<file path="src/rtl/ps2_host_tx.sv">
// PS/2 host-to-device transmitter with an Avalon-MM slave for byte
// launch, status and interrupt control; open-drain lines via *_oe outputs.
module ps2_host_tx #(
  parameter int unsigned INHIBIT_CYCLES = 32'd5000,
  parameter int unsigned RTS_CYCLES     = 32'd16,
  parameter int unsigned TIMEOUT_CYCLES = 32'd1000000
) (
  input  logic       csi_clk,
  input  logic       csi_reset,
  input  logic       avs_s1_address,
  input  logic       avs_s1_read,
  output logic [7:0] avs_s1_readdata,
  input  logic       avs_s1_write,
  input  logic [7:0] avs_s1_writedata,
  output logic       ins_irq0_irq,
  input  logic       coe_kc_in,
  input  logic       coe_kd_in,
  output logic       coe_kc_oe,
  output logic       coe_kd_oe
);

  typedef enum logic [2:0] {
    IDLE      = 3'd0,
    INHIBIT   = 3'd1,
    RTS       = 3'd2,
    SEND      = 3'd3,
    ACK       = 3'd4,
    WAIT_IDLE = 3'd5
  } state_t;

  function automatic logic odd_parity(input logic [7:0] value);
    return ~^value;
  endfunction

  state_t      state_r, state_s;
  logic        kc_meta_r, kc_sync_r, kc_prev_r;
  logic        kd_meta_r, kd_sync_r;
  logic        kc_fall_s;
  logic [7:0]  byte_r, byte_s;
  logic        ack_err_r, ack_err_s;
  logic        timeout_r, timeout_s;
  logic [31:0] cnt_r, cnt_s;
  logic [31:0] tcnt_r, tcnt_s;
  logic [3:0]  bit_cnt_r, bit_cnt_s;
  logic        kc_oe_s, kd_oe_s;
  logic        irq_s;
  logic        done_s;
  logic        busy_s;
  logic        host_wr_s;
  logic        ctrl_wr_s;

  assign kc_fall_s = kc_prev_r & ~kc_sync_r;
  assign busy_s    = (state_r != IDLE);
  assign host_wr_s = avs_s1_write & (avs_s1_address == 1'b0);
  assign ctrl_wr_s = avs_s1_write & (avs_s1_address == 1'b1);

  // Two-flop synchronizers for the asynchronous PS/2 lines plus kc history.
  always_ff @(posedge csi_clk) begin
    if (csi_reset) begin
      kc_meta_r <= 1'b1;
      kc_sync_r <= 1'b1;
      kc_prev_r <= 1'b1;
      kd_meta_r <= 1'b1;
      kd_sync_r <= 1'b1;
    end else begin
      kc_meta_r <= coe_kc_in;
      kc_sync_r <= kc_meta_r;
      kc_prev_r <= kc_sync_r;
      kd_meta_r <= coe_kd_in;
      kd_sync_r <= kd_meta_r;
    end
  end

  // State register.
  always_ff @(posedge csi_clk) begin
    if (csi_reset) begin
      state_r <= IDLE;
    end else begin
      state_r <= state_s;
    end
  end

  // Next-state logic and next values of every datapath register.
  always_comb begin
    state_s   = state_r;
    kc_oe_s   = coe_kc_oe;
    kd_oe_s   = coe_kd_oe;
    byte_s    = byte_r;
    ack_err_s = ack_err_r;
    timeout_s = timeout_r;
    cnt_s     = cnt_r;
    tcnt_s    = tcnt_r;
    bit_cnt_s = bit_cnt_r;
    done_s    = 1'b0;

    case (state_r)
      IDLE: begin
        kc_oe_s = 1'b0;
        kd_oe_s = 1'b0;
        if (host_wr_s) begin
          byte_s    = avs_s1_writedata;
          ack_err_s = 1'b0;
          timeout_s = 1'b0;
          cnt_s     = 32'd0;
          kc_oe_s   = 1'b1;
          state_s   = INHIBIT;
        end else begin
          state_s = IDLE;
        end
      end
      INHIBIT: begin
        if (cnt_r == INHIBIT_CYCLES - 32'd1) begin
          cnt_s   = 32'd0;
          kd_oe_s = 1'b1;
          state_s = RTS;
        end else begin
          cnt_s = cnt_r + 32'd1;
        end
      end
      RTS: begin
        if (cnt_r == RTS_CYCLES - 32'd1) begin
          cnt_s     = 32'd0;
          tcnt_s    = 32'd0;
          bit_cnt_s = 4'd0;
          kc_oe_s   = 1'b0;
          state_s   = SEND;
        end else begin
          cnt_s = cnt_r + 32'd1;
        end
      end
      SEND: begin
        // Edges 1..8 carry data LSB first, edge 9 parity, edge 10 stop.
        if (kc_fall_s) begin
          bit_cnt_s = bit_cnt_r + 4'd1;
          if (bit_cnt_r < 4'd8) begin
            kd_oe_s = ~byte_r[bit_cnt_r[2:0]];
          end else if (bit_cnt_r == 4'd8) begin
            kd_oe_s = ~odd_parity(byte_r);
          end else begin
            kd_oe_s = 1'b0;
            state_s = ACK;
          end
        end else begin
          bit_cnt_s = bit_cnt_r;
        end
      end
      ACK: begin
        if (kc_fall_s) begin
          ack_err_s = kd_sync_r;
          state_s   = WAIT_IDLE;
        end else begin
          state_s = ACK;
        end
      end
      WAIT_IDLE: begin
        if (kc_sync_r && kd_sync_r) begin
          done_s  = 1'b1;
          state_s = IDLE;
        end else begin
          state_s = WAIT_IDLE;
        end
      end
      default: begin
        kc_oe_s = 1'b0;
        kd_oe_s = 1'b0;
        state_s = IDLE;
      end
    endcase

    // The timeout overrides whatever the bit-level logic decided.
    if ((state_r == SEND) || (state_r == ACK) || (state_r == WAIT_IDLE)) begin
      if (tcnt_r == TIMEOUT_CYCLES - 32'd1) begin
        timeout_s = 1'b1;
        kc_oe_s   = 1'b0;
        kd_oe_s   = 1'b0;
        done_s    = 1'b1;
        state_s   = IDLE;
      end else begin
        tcnt_s = tcnt_r + 32'd1;
      end
    end else begin
      tcnt_s = tcnt_s;
    end

    if (done_s) begin
      irq_s = 1'b1;
    end else if (ctrl_wr_s) begin
      irq_s = 1'b0;
    end else begin
      irq_s = ins_irq0_irq;
    end
  end

  // Datapath, line drivers, interrupt and read-data registers.
  always_ff @(posedge csi_clk) begin
    if (csi_reset) begin
      coe_kc_oe       <= 1'b0;
      coe_kd_oe       <= 1'b0;
      byte_r          <= 8'd0;
      ack_err_r       <= 1'b0;
      timeout_r       <= 1'b0;
      cnt_r           <= 32'd0;
      tcnt_r          <= 32'd0;
      bit_cnt_r       <= 4'd0;
      ins_irq0_irq    <= 1'b0;
      avs_s1_readdata <= 8'd0;
    end else begin
      coe_kc_oe    <= kc_oe_s;
      coe_kd_oe    <= kd_oe_s;
      byte_r       <= byte_s;
      ack_err_r    <= ack_err_s;
      timeout_r    <= timeout_s;
      cnt_r        <= cnt_s;
      tcnt_r       <= tcnt_s;
      bit_cnt_r    <= bit_cnt_s;
      ins_irq0_irq <= irq_s;
      if (avs_s1_read) begin
        if (avs_s1_address) begin
          avs_s1_readdata <= {7'b0, ins_irq0_irq};
        end else begin
          avs_s1_readdata <= {5'b0, ack_err_r, timeout_r, busy_s};
        end
      end else begin
        avs_s1_readdata <= avs_s1_readdata;
      end
    end
  end

endmodule

</file>
<file path="config.mk">
export PLATFORM = sky130hd
export DESIGN_NAME = ps2_host_tx
export DESIGN_NICKNAME = d
export VERILOG_FILES = /design/src/rtl/ps2_host_tx.sv
export SDC_FILE = /design/constraint.sdc
export NUM_CORES = 1
export LEC_CHECK = 0
export ABC_CLOCK_PERIOD_IN_PS = 2200
export CAP_MARGIN = 0
export CORE_UTILIZATION = 54
export DETAILED_ROUTE_END_ITERATION = 16
export GPL_ROUTABILITY_DRIVEN = 0
export HOLD_SLACK_MARGIN = 0.02
export MAX_ROUTING_LAYER = met4
export PLACE_DENSITY = 0.76
export SETUP_SLACK_MARGIN = 0.2
export SKIP_CTS_REPAIR_TIMING = 1
export SLEW_MARGIN = 20
export SYNTH_ARGS = -nofsm -noshare
export SYNTH_HDL_FRONTEND = slang
export SYNTH_SLANG_ARGS = --single-unit
</file>
<file path="constraint.sdc">
create_clock -name csi_clk -period 2.2 [get_ports csi_clk]
set_clock_uncertainty 0.2 [all_clocks]
set_input_delay 0.44 -clock csi_clk [delete_from_list [all_inputs] [get_ports csi_clk]]
set_output_delay 0.44 -clock csi_clk [all_outputs]
set_load 0.02 [all_outputs]
</file>
# [Yosys cells after proc, flatten, opt, wreduce, memory -nomap -nowiden]
# Cells that the tools add are included.
[word_totals] regBits=97 out_inout_bits=11 in_bits=15 word_cells=107
[op_classes] reduce_logical=16 bitwise=7 eq_ne=13 muxes=50 n_addsub=3 n_lt_le_gt_ge=2
[op_table] operator="2-to-1 mux 32 bit" count=7
[op_table] operator="one-hot mux 32 bit (3 select lines)" count=1
[op_table] operator="adder 32 x 1 -> 32 bit, second input constant" count=2
[op_table] operator="equality test 32 x 13 -> 1 bit, second input constant" count=1
[op_table] operator="equality test 32 x 20 -> 1 bit, second input constant" count=1
[op_table] operator="equality test 32 x 4 -> 1 bit, second input constant" count=1
[op_table] operator="2-to-1 mux 3 bit" count=9
[op_table] operator="2-to-1 mux 1 bit" count=25
[op_table] operator="one-hot mux 3 bit (6 select lines)" count=1
[op_table] operator="2-to-1 mux 4 bit" count=2
[op_table] operator="inequality test 2 bit, second input constant" count=4
[op_table] operator="one-hot mux 4 bit (2 select lines)" count=1
[op_table] operator="XNOR reduction 8 bit" count=1
[op_table] operator="equality test 3 x 2 -> 1 bit, second input constant" count=2
[op_table] operator="equality test 3 bit, second input constant" count=2
[op_table] operator="one-hot mux 1 bit (3 select lines)" count=2
[op_table] operator="AND reduction 3 bit" count=2
[op_table] operator="nonzero test 2 bit" count=3
[op_table] operator="nonzero test 3 bit" count=2
[op_table] operator="adder 4 x 1 -> 4 bit, second input constant" count=1
[op_table] operator="equality test 4 bit, second input constant" count=1
[op_table] operator="less-than comparator 3 x 4 -> 1 bit, second input constant" count=1
[op_table] operator="less-than comparator 4 bit, second input constant" count=1
[op_table] operator="inverter 1 bit" count=4
[op_table] operator="10 further kinds" count=14

# [Longest topological paths before layout]
[logic_depth] word_depth=8 ltp_mapped=9 ltp_nobuf=7

# [Worst setup path before layout]
# OpenSTA, ideal clock, no wires.
[synth_timing] path_type="register to register" from="register cnt_r[9]" to="register cnt_r[31]" required_time_ns=1.878 path_slack_ns=-0.219 setup_ns=0.122 t_arrival_ns=2.098 path_stages_with_launch=8 path_buffers=2 period_less_slack_ns=2.419 cell_sequence="dfxtp_1 buf_2 nand4_1 or4b_1 buf_2 or3_1 o311a_1 a221o_1"
[synth_via] elab_chain_cells=3 word_cells_on_any_way=6 classes_between="add/sub (1); eq/ne (2); mux (3)"
[synth_rtl] element="from (decl)" line_no="42" text="logic [31:0] cnt_r, cnt_s;"
[synth_rtl] element="from (signal assigned)" line_no="213" text="cnt_r <= cnt_s;"
[synth_rtl] element="adder 32 x 1 -> 32 bit, or another cell as far along" line_no="117, 128"
[synth_rtl] element="2-to-1 mux 32 bit (on tied branches)" line_no="121, 112"
[synth_rtl] element="one-hot mux 32 bit (3 select lines) *" line_no="96" text="case (state_r)"
# Mark *: on every way between the ends. The rest lies on a longest branch, timed or not.
# A chain may end at the register's enable or synchronous reset.

# [Worst setup path in the final report]
[layout_timing] from="register cnt_r[12]" to="register cnt_r[29]"
# The elaborated chain is that of the path after synthesis.

==> impl_metrics.tcl <==
set metrics [dict create \
    status "complete, but fails checks" \
    violations "negative setup slack" \
    crit_path_start_kind "register" \
    crit_chain "nand4_1, or4b_4, nor4_1, buf_4, a41oi_1, a31oi_1" \
    yosysWarnings 0 \
    grt_use_total 0.261 \
    seqCellArea_um2 1880 \
    die_height_um 92.7 \
    dp_hpwl_um 7150 \
    final_cells 751 \
    io_buffers 20 \
    tightest_slew_ps 566 \
    drive_above_1_share 0.381 \
    drcViolationCount 0 \
    leakagePower_nw 2.40 \
    synth_ff_type "dfxtp_1" \
    start_util 0.566 \
    ys_top_cells_by_count "dfxtp_1 (92), nor2_1 (76), nand2_1 (49)" \
    wl_um 15400 \
    cts_buffers 9 \
    maxSlewHeadroom 0.619 \
    r2r_end "cnt_r[29]" \
    r2r-start "cnt_r[12]" \
    setup_viol 38 \
    end_kind "register" \
    die_x_um 92.7 \
    required_ps 2310 \
    endpoint "cnt_r[29]" \
    synth_top_area_share 0.415 \
    ctsRootBufferMaster "clkbuf_8" \
    core_area_um2 7850 \
    cp_top_family "simple AND/OR/NAND/NOR gates" \
    diodes 0 \
    area_growth_pct 45.5 \
    fmax_mhz 399 \
    nets 663 \
    syn_inst 534 \
    gr-total-overflow 0 \
    preCtsSetupSlack_ps -338 \
    maxCapViolations 0 \
    dr.pass1.iters 5 \
    final-hold-violation-count 0 \
    ir_worst_vdd_uv 417 \
    slowest_stage "or4b_4" \
    rr_worst_depth 6 \
    arrival_ps 2620 \
    antenna_found_initial 0 \
    synth-seq-area-share 0.415 \
    die_area_um2 8590 \
    final_util 0.823 \
    path_max_fanout 5 \
    setup_ws_ps -307 \
    syn_avg_cell_area_um2 8.32 \
    multiInputGateArea_um2 3090 \
    viasPerCell 6.43 \
    hp-class "reg -> reg" \
    grt_max_degree 34 \
    core.rowCount 32 \
    rsz0062_at_grt "yes" \
    detail-route-antenna-nets 0 \
    ys_ff_latch 92 \
    synth_top_area_cell "dfxtp_1" \
    max_stage_delay_ps 590 \
    synth_top_family_by_area "simple AND/OR/NAND/NOR gates" \
    path_depth 6 \
    synth-compound-area-share 0.108 \
    crit_type "reg -> reg" \
    setup_tns_ps -2130 \
    synthArstFlopShare 0 \
    p_per_area_nw_per_um2 521 \
    crit_buf_inv 1 \
    synth_cell_type_count 51 \
    synth_xor_area_frac 0.108 \
    slew_viol_final 0 \
    yosysMostFrequentCell "dfxtp_1" \
    dp.cells 717 \
    fin_crit_sh 1.14 \
    fillers 391 \
    grt_first_pass_wirelength_um 17700 \
    power_w 0.00336 \
    drtIter0Drc 417 \
    ioPinCount 26 \
    muxShareOfSynthArea 0.0169 \
    via_count 4828 \
    cts_tree "done" \
    clkTransAtPathRegs_ps 110 \
    synth_adder_area_share 0.0113 \
    cts.sinks 92 \
    synth_edf_count 0 \
    min_path_cells 1 \
    h-tree-depth 3 \
    netlist_top_cells_area "dfxtp_1 (41%), nor2_1 (6.4%), xnor2_1 (5.7%)" \
    wl_per_cell_um 20.6 \
    synth_simple_gate_area_frac 0.302 \
    grt_pass1_vias 3990 \
    clock_latency_ps 380 \
    cts_buffer_depth 2 \
    layout_min_cycle_time_ps 2510 \
    reg2reg_slack_ps -310 \
    mappedNetlistArea_um2 4440 \
    startpoint "cnt_r[12]" \
]
==> worst register-to-register path, cell delays in order (launching register included) <==
cell and delay [ps]:
dfxtp_2 400, nand4_1 160, or4b_4 590, nor4_1 510, buf_4 230, a41oi_1 160, a31oi_1 180
==> per-stage QoR <==
stage	instance area [µm²]	hold WS, ps
final	6460	221
after global routing	6460	248
after CTS	5570	217
after detailed placement	5360	197
after global placement	5360	194
after floorplan	4520	189
==> sequential cells by signal (all words and copies together) (netlist names), 3 cells and up <==
name and cells:
cnt_r 32, bit_cnt_r 4, state_r 3, tcnt_r 32, avs_s1_readdata 3, byte_r 8
==> power breakdown <==
| part | total, W | leakage (nW) | internal, W | switching [W] |
|---|---|---|---|---|
| logic | 0.000377 | 1.53 | 0.000174 | 0.000202 |
| registers | 0.00170 | 0.756 | 0.00168 | 0.0000211 |
| clock network | 0.00128 | 0.106 | 0.000578 | 0.000707 |
==> layer usage <==
| metal | up-vias | track usage | share of wire |
|---|---|---|---|
| met5 | - | - | 0 |
| met4 | 0 | 0.106 | 0.047 |
| met3 | 90 | 0.0394 | 0.070 |
| met1 | 2330 | 0.320 | 0.38 |
| met2 | 317 | 0.431 | 0.50 |
| li1 | 2091 | - | - |
==> kinds of logic after synthesis <==
logic type,count (synthesis)
muxes,5
DFF,92
xor gates and xnor gates,55
and+or+nand+nor,265
other,1
buffers and inverters,38
AOI/OAI and AO/OA,74
adders and majority gates,4
==> cell type report <==
class | count | share of cell area
Multi-Input combinational cell | 408 | 0.478
Timing Repair Buffer | 120 | 0.171
Tap cell | 102 | 0.0198
Inverter | 13 | 0.00755
Clock inverter | 6 | 0.0116
Clock buffer | 10 | 0.0213
Sequential cell | 92 | 0.291
==> cells in the final DEF (no fill, tap or decap), drive strengths merged, types with 2 or more instances in the layout <==
cell type,count
a211o,2
a211oi,3
a21o,3
a21oi,30
a221o,2
a22o,2
a22oi,2
a31oi,10
and2,6
and3,8
and4,7
buf,95
clkbuf,15
clkdlybuf4s50,14
conb,5
dfxtp,92
dlymetal6s2s,6
ha,4
inv,17
mux2i,3
mux4,2
nand2,49
nand2b,13
nand3,31
nand3b,5
nand4,21
nor2,76
nor2b,5
nor3,14
nor3b,2
nor4,14
nor4b,2
o21ai,7
o31ai,2
or2,6
or3,3
or4b,2
xnor2,29
xor2,26
==> worst min-delay path by stage <==
stage / startpoint / to
2_1_floorplan: kc_meta_r / kc_sync_r
3_3_place_gp: kd_meta_r / kd_sync_r
3_5_place_dp: kd_meta_r / kd_sync_r
4_1_cts: kd_meta_r / kd_sync_r
5_1_grt: kd_meta_r / kd_sync_r
6_report: kd_meta_r / kd_sync_r
No activity file was read; power rests on OpenSTA's default activity.
==> patch (same flow settings) <==
Take the reset off `byte_r` and load it in a clocked block of its own.
--- a/src/rtl/ps2_host_tx.sv
+++ b/src/rtl/ps2_host_tx.sv
@@ -197,5 +197,4 @@
       coe_kc_oe       <= 1'b0;
       coe_kd_oe       <= 1'b0;
-      byte_r          <= 8'd0;
       ack_err_r       <= 1'b0;
       timeout_r       <= 1'b0;
@@ -208,5 +207,4 @@
       coe_kc_oe    <= kc_oe_s;
       coe_kd_oe    <= kd_oe_s;
-      byte_r       <= byte_s;
       ack_err_r    <= ack_err_s;
       timeout_r    <= timeout_s;
@@ -227,4 +225,8 @@
   end
 
+  always_ff @(posedge csi_clk) begin
+    byte_r <= byte_s;
+  end
+
 endmodule
 
Check against the original RTL: no difference found for any inputs over 10 cycles, from zero or initial values and one cycle with csi_reset high; that may be too few to reach the edited logic, so the function may still have changed.
==> patch against the original RTL <==
Power fell by 6.1%; via count fell by 3.0%; cell area rose by 0.37%; setup slack improved by 0.053 ns; the run still ends with negative setup slack left; synthesized cell count rose by 1.1%; sequential cell count did not move; sequential share of layout area rose by 0.90 points; wire length fell by 12%; area after synthesis rose by 3.5%; die area rose by 3.4%.
==> patch: results (changes against the original RTL) <==
Clock network
  – Root Driver: clkbuf_8
  – Clock transition at path regs: 0.10 ns
  – Worst-Skew Late Latency: 0.37 ns
  – H-tree depth: 3 (unchanged)
  – Longest Clk Path Bufs: 2 (unchanged)
  – Total CTS buffers: 9 (unchanged)

GRT
  – Vias in the first global route: 4211 (+5.5%)
  – First-pass GRT wire length: 18650 µm (+5.4%)
  – Largest net degree at the start of global routing: 21 (-38%)
  – Initial antenna violation count: 0 (unchanged)
  – GRT Overall Usage: 27.15% (+1.1 points)

Synth
  – Synth Warn #: 0 (unchanged)
  – Post-synth cell types: 58 (+14%)
  – Mux cell area share after synthesis: 1.661% (-0.029 points)
  – Top cells by area, synth: dfxtp_1 (37%), nor2_1 (6.0%), xnor2_1 (5.9%), edfxtp_1 (5.2%), xor2_1 (4.2%)
  – Avg Cell Area, Syn: 8.510 µm² (+2.3%)
  – Register area share after synthesis: 41.82% (+0.35 points)
  – Number of synthesized flops with an enable pin: 8 (+8)
  – Post-synth top flop: dfxtp_1
  – Compound-Gate Fraction of Synth Area: 9.910% (-0.91 points)
  – Post-synthesis adder-cell area fraction: 1.089% (-0.038 points)
  – Post-synthesis async set-or-reset flop share: 0% (unchanged)
  – Xor/xnor cell area share of the yosys netlist: 10.10% (-0.74 points)
  – Synth cell count leaders: dfxtp_1 (84), nor2_1 (74), nand2_1 (46)

Placement
  – Placed Cells: 750 (+4.6%)
  – Hpwl dp: 8146 µm (+14%)
  – IO buf count: 20 (unchanged)

Detailed routing
  – Via density: 5.981 (-7.0%)
  – DRC: 0 (unchanged)
  – Iteration-0 DRC Markers: 331 (-21%)
  – DR pass1 iterations: 5 (unchanged)
  – Avg WL per Cell: 17.29 µm (-16%)
  – Final WL: 13540 µm (-12%)

Power
  – Pleak: 2.500 nW (+4.3%)
  – Worst vdd ir: 0.0005132 V (+23%)

Critical path
  – CP Class: register to register
  – R2R Path End: cnt_r[29]
  – CP Max Fanout: 8 (+3)
  – Critical Path Start: cnt_r[29]
  – Reg2reg path depth: 7 (+1)
  – Arr. time, crit path: 2.51 ns (-0.11 ns)

STA
  – PnR worst setup slack: -0.2536 ns (+0.05349 ns)
  – Final setup violating endpoints: 58 (+53%)
  – Worst slew pin tran: 0.5764 ns (+0.01082 ns)

Hold path
  – Hold/Removal Path Class: register to register

Run status
  – Failing checks: negative setup slack
  – Status: finished, violations left

Layout
  – Antenna diodes: 0 (unchanged)
  – Layout cells sized above 1: 33.48% (-4.6 points)
  – Biggest regs: cnt_r: 32 flops, tcnt_r: 32 flops, byte_r: 8 flops
  – Fillers: 475 (+21%)
  – Fin nets: 692 (+4.4%)
## patch: how the worst min path moves through the flow
| stage | start | endpoint | slack (ns) | cells after the start |
|---|---|---|---|---|
| after floorplan | kc_meta_r | kc_sync_r | 0.19 | 1 |
| after global placement | kc_meta_r | kc_sync_r | 0.20 | 1 |
| after detailed placement | kd_meta_r | kd_sync_r | 0.19 | 1 |
| after CTS | kc_meta_r | kc_sync_r | 0.20 | 1 |
| after global routing | kc_meta_r | kc_sync_r | 0.21 | 1 |
| final | kc_meta_r | kc_sync_r | 0.20 | 1 |
## patch: per-stage QoR
| step | instance area (µm²) | hold slack, ns | worst slack, ns | setup TNS [ns] |
|---|---|---|---|---|
| 2_1_floorplan | 4651 | 0.1895 | -0.06772 | -0.1288 |
| 3_3_place_gp | 5659 | 0.1956 | -0.2286 | -7.021 |
| 3_5_place_dp | 5659 | 0.1950 | -0.2768 | -9.324 |
| 4_1_cts | 5859 | 0.2013 | -0.2185 | -6.987 |
| 5_1_grt | 6485 | 0.2070 | -0.3122 | -10.07 |
| 6_report | 6485 | 0.2048 | -0.2536 | -6.506 |
## patch: critical path, stage by stage, from the launching register on
cell and delay, ns:
dfxtp_2 0.35, nor4_4 0.32, nand3_2 0.17, or4_4 0.60
a22oi_4 0.36, buf_6 0.15, nor3_1 0.03, o21a_1 0.17
## patch: cell type report
| class | count | area (µm²) | area share, % |
|---|---|---|---|
| timing repair buffer | 141 | 1260 | 19.43 |
| clock buffer | 10 | 127.6 | 1.968 |
| sequential | 92 | 1943 | 29.96 |
| multi-input combinational | 413 | 2890 | 44.57 |
| clock inverter | 6 | 72.57 | 1.119 |
| inverter | 16 | 60.06 | 0.9261 |
| tap | 105 | 131.4 | 2.026 |
## patch: logic make-up after synthesis
logic type,Yosys count
buf+inv,39
fa+ha+maj,4
simple gates,280
flops,92
other cells,1
mux,5
compound gates,66
xor+xnor,53
## patch: where the power goes
part	switching, W	total, W	internal (W)
registers	0.0000114	0.00171	0.00170
clock network	0.000639	0.00118	0.000536
logic	0.000137	0.000270	0.000132
## patch: layer usage
metal	part of all wire [%]	GRT usage (%)
met2	51	46.07
met3	5.7	3.803
met1	39	32.78
met5	0	-
met4	3.4	9.615
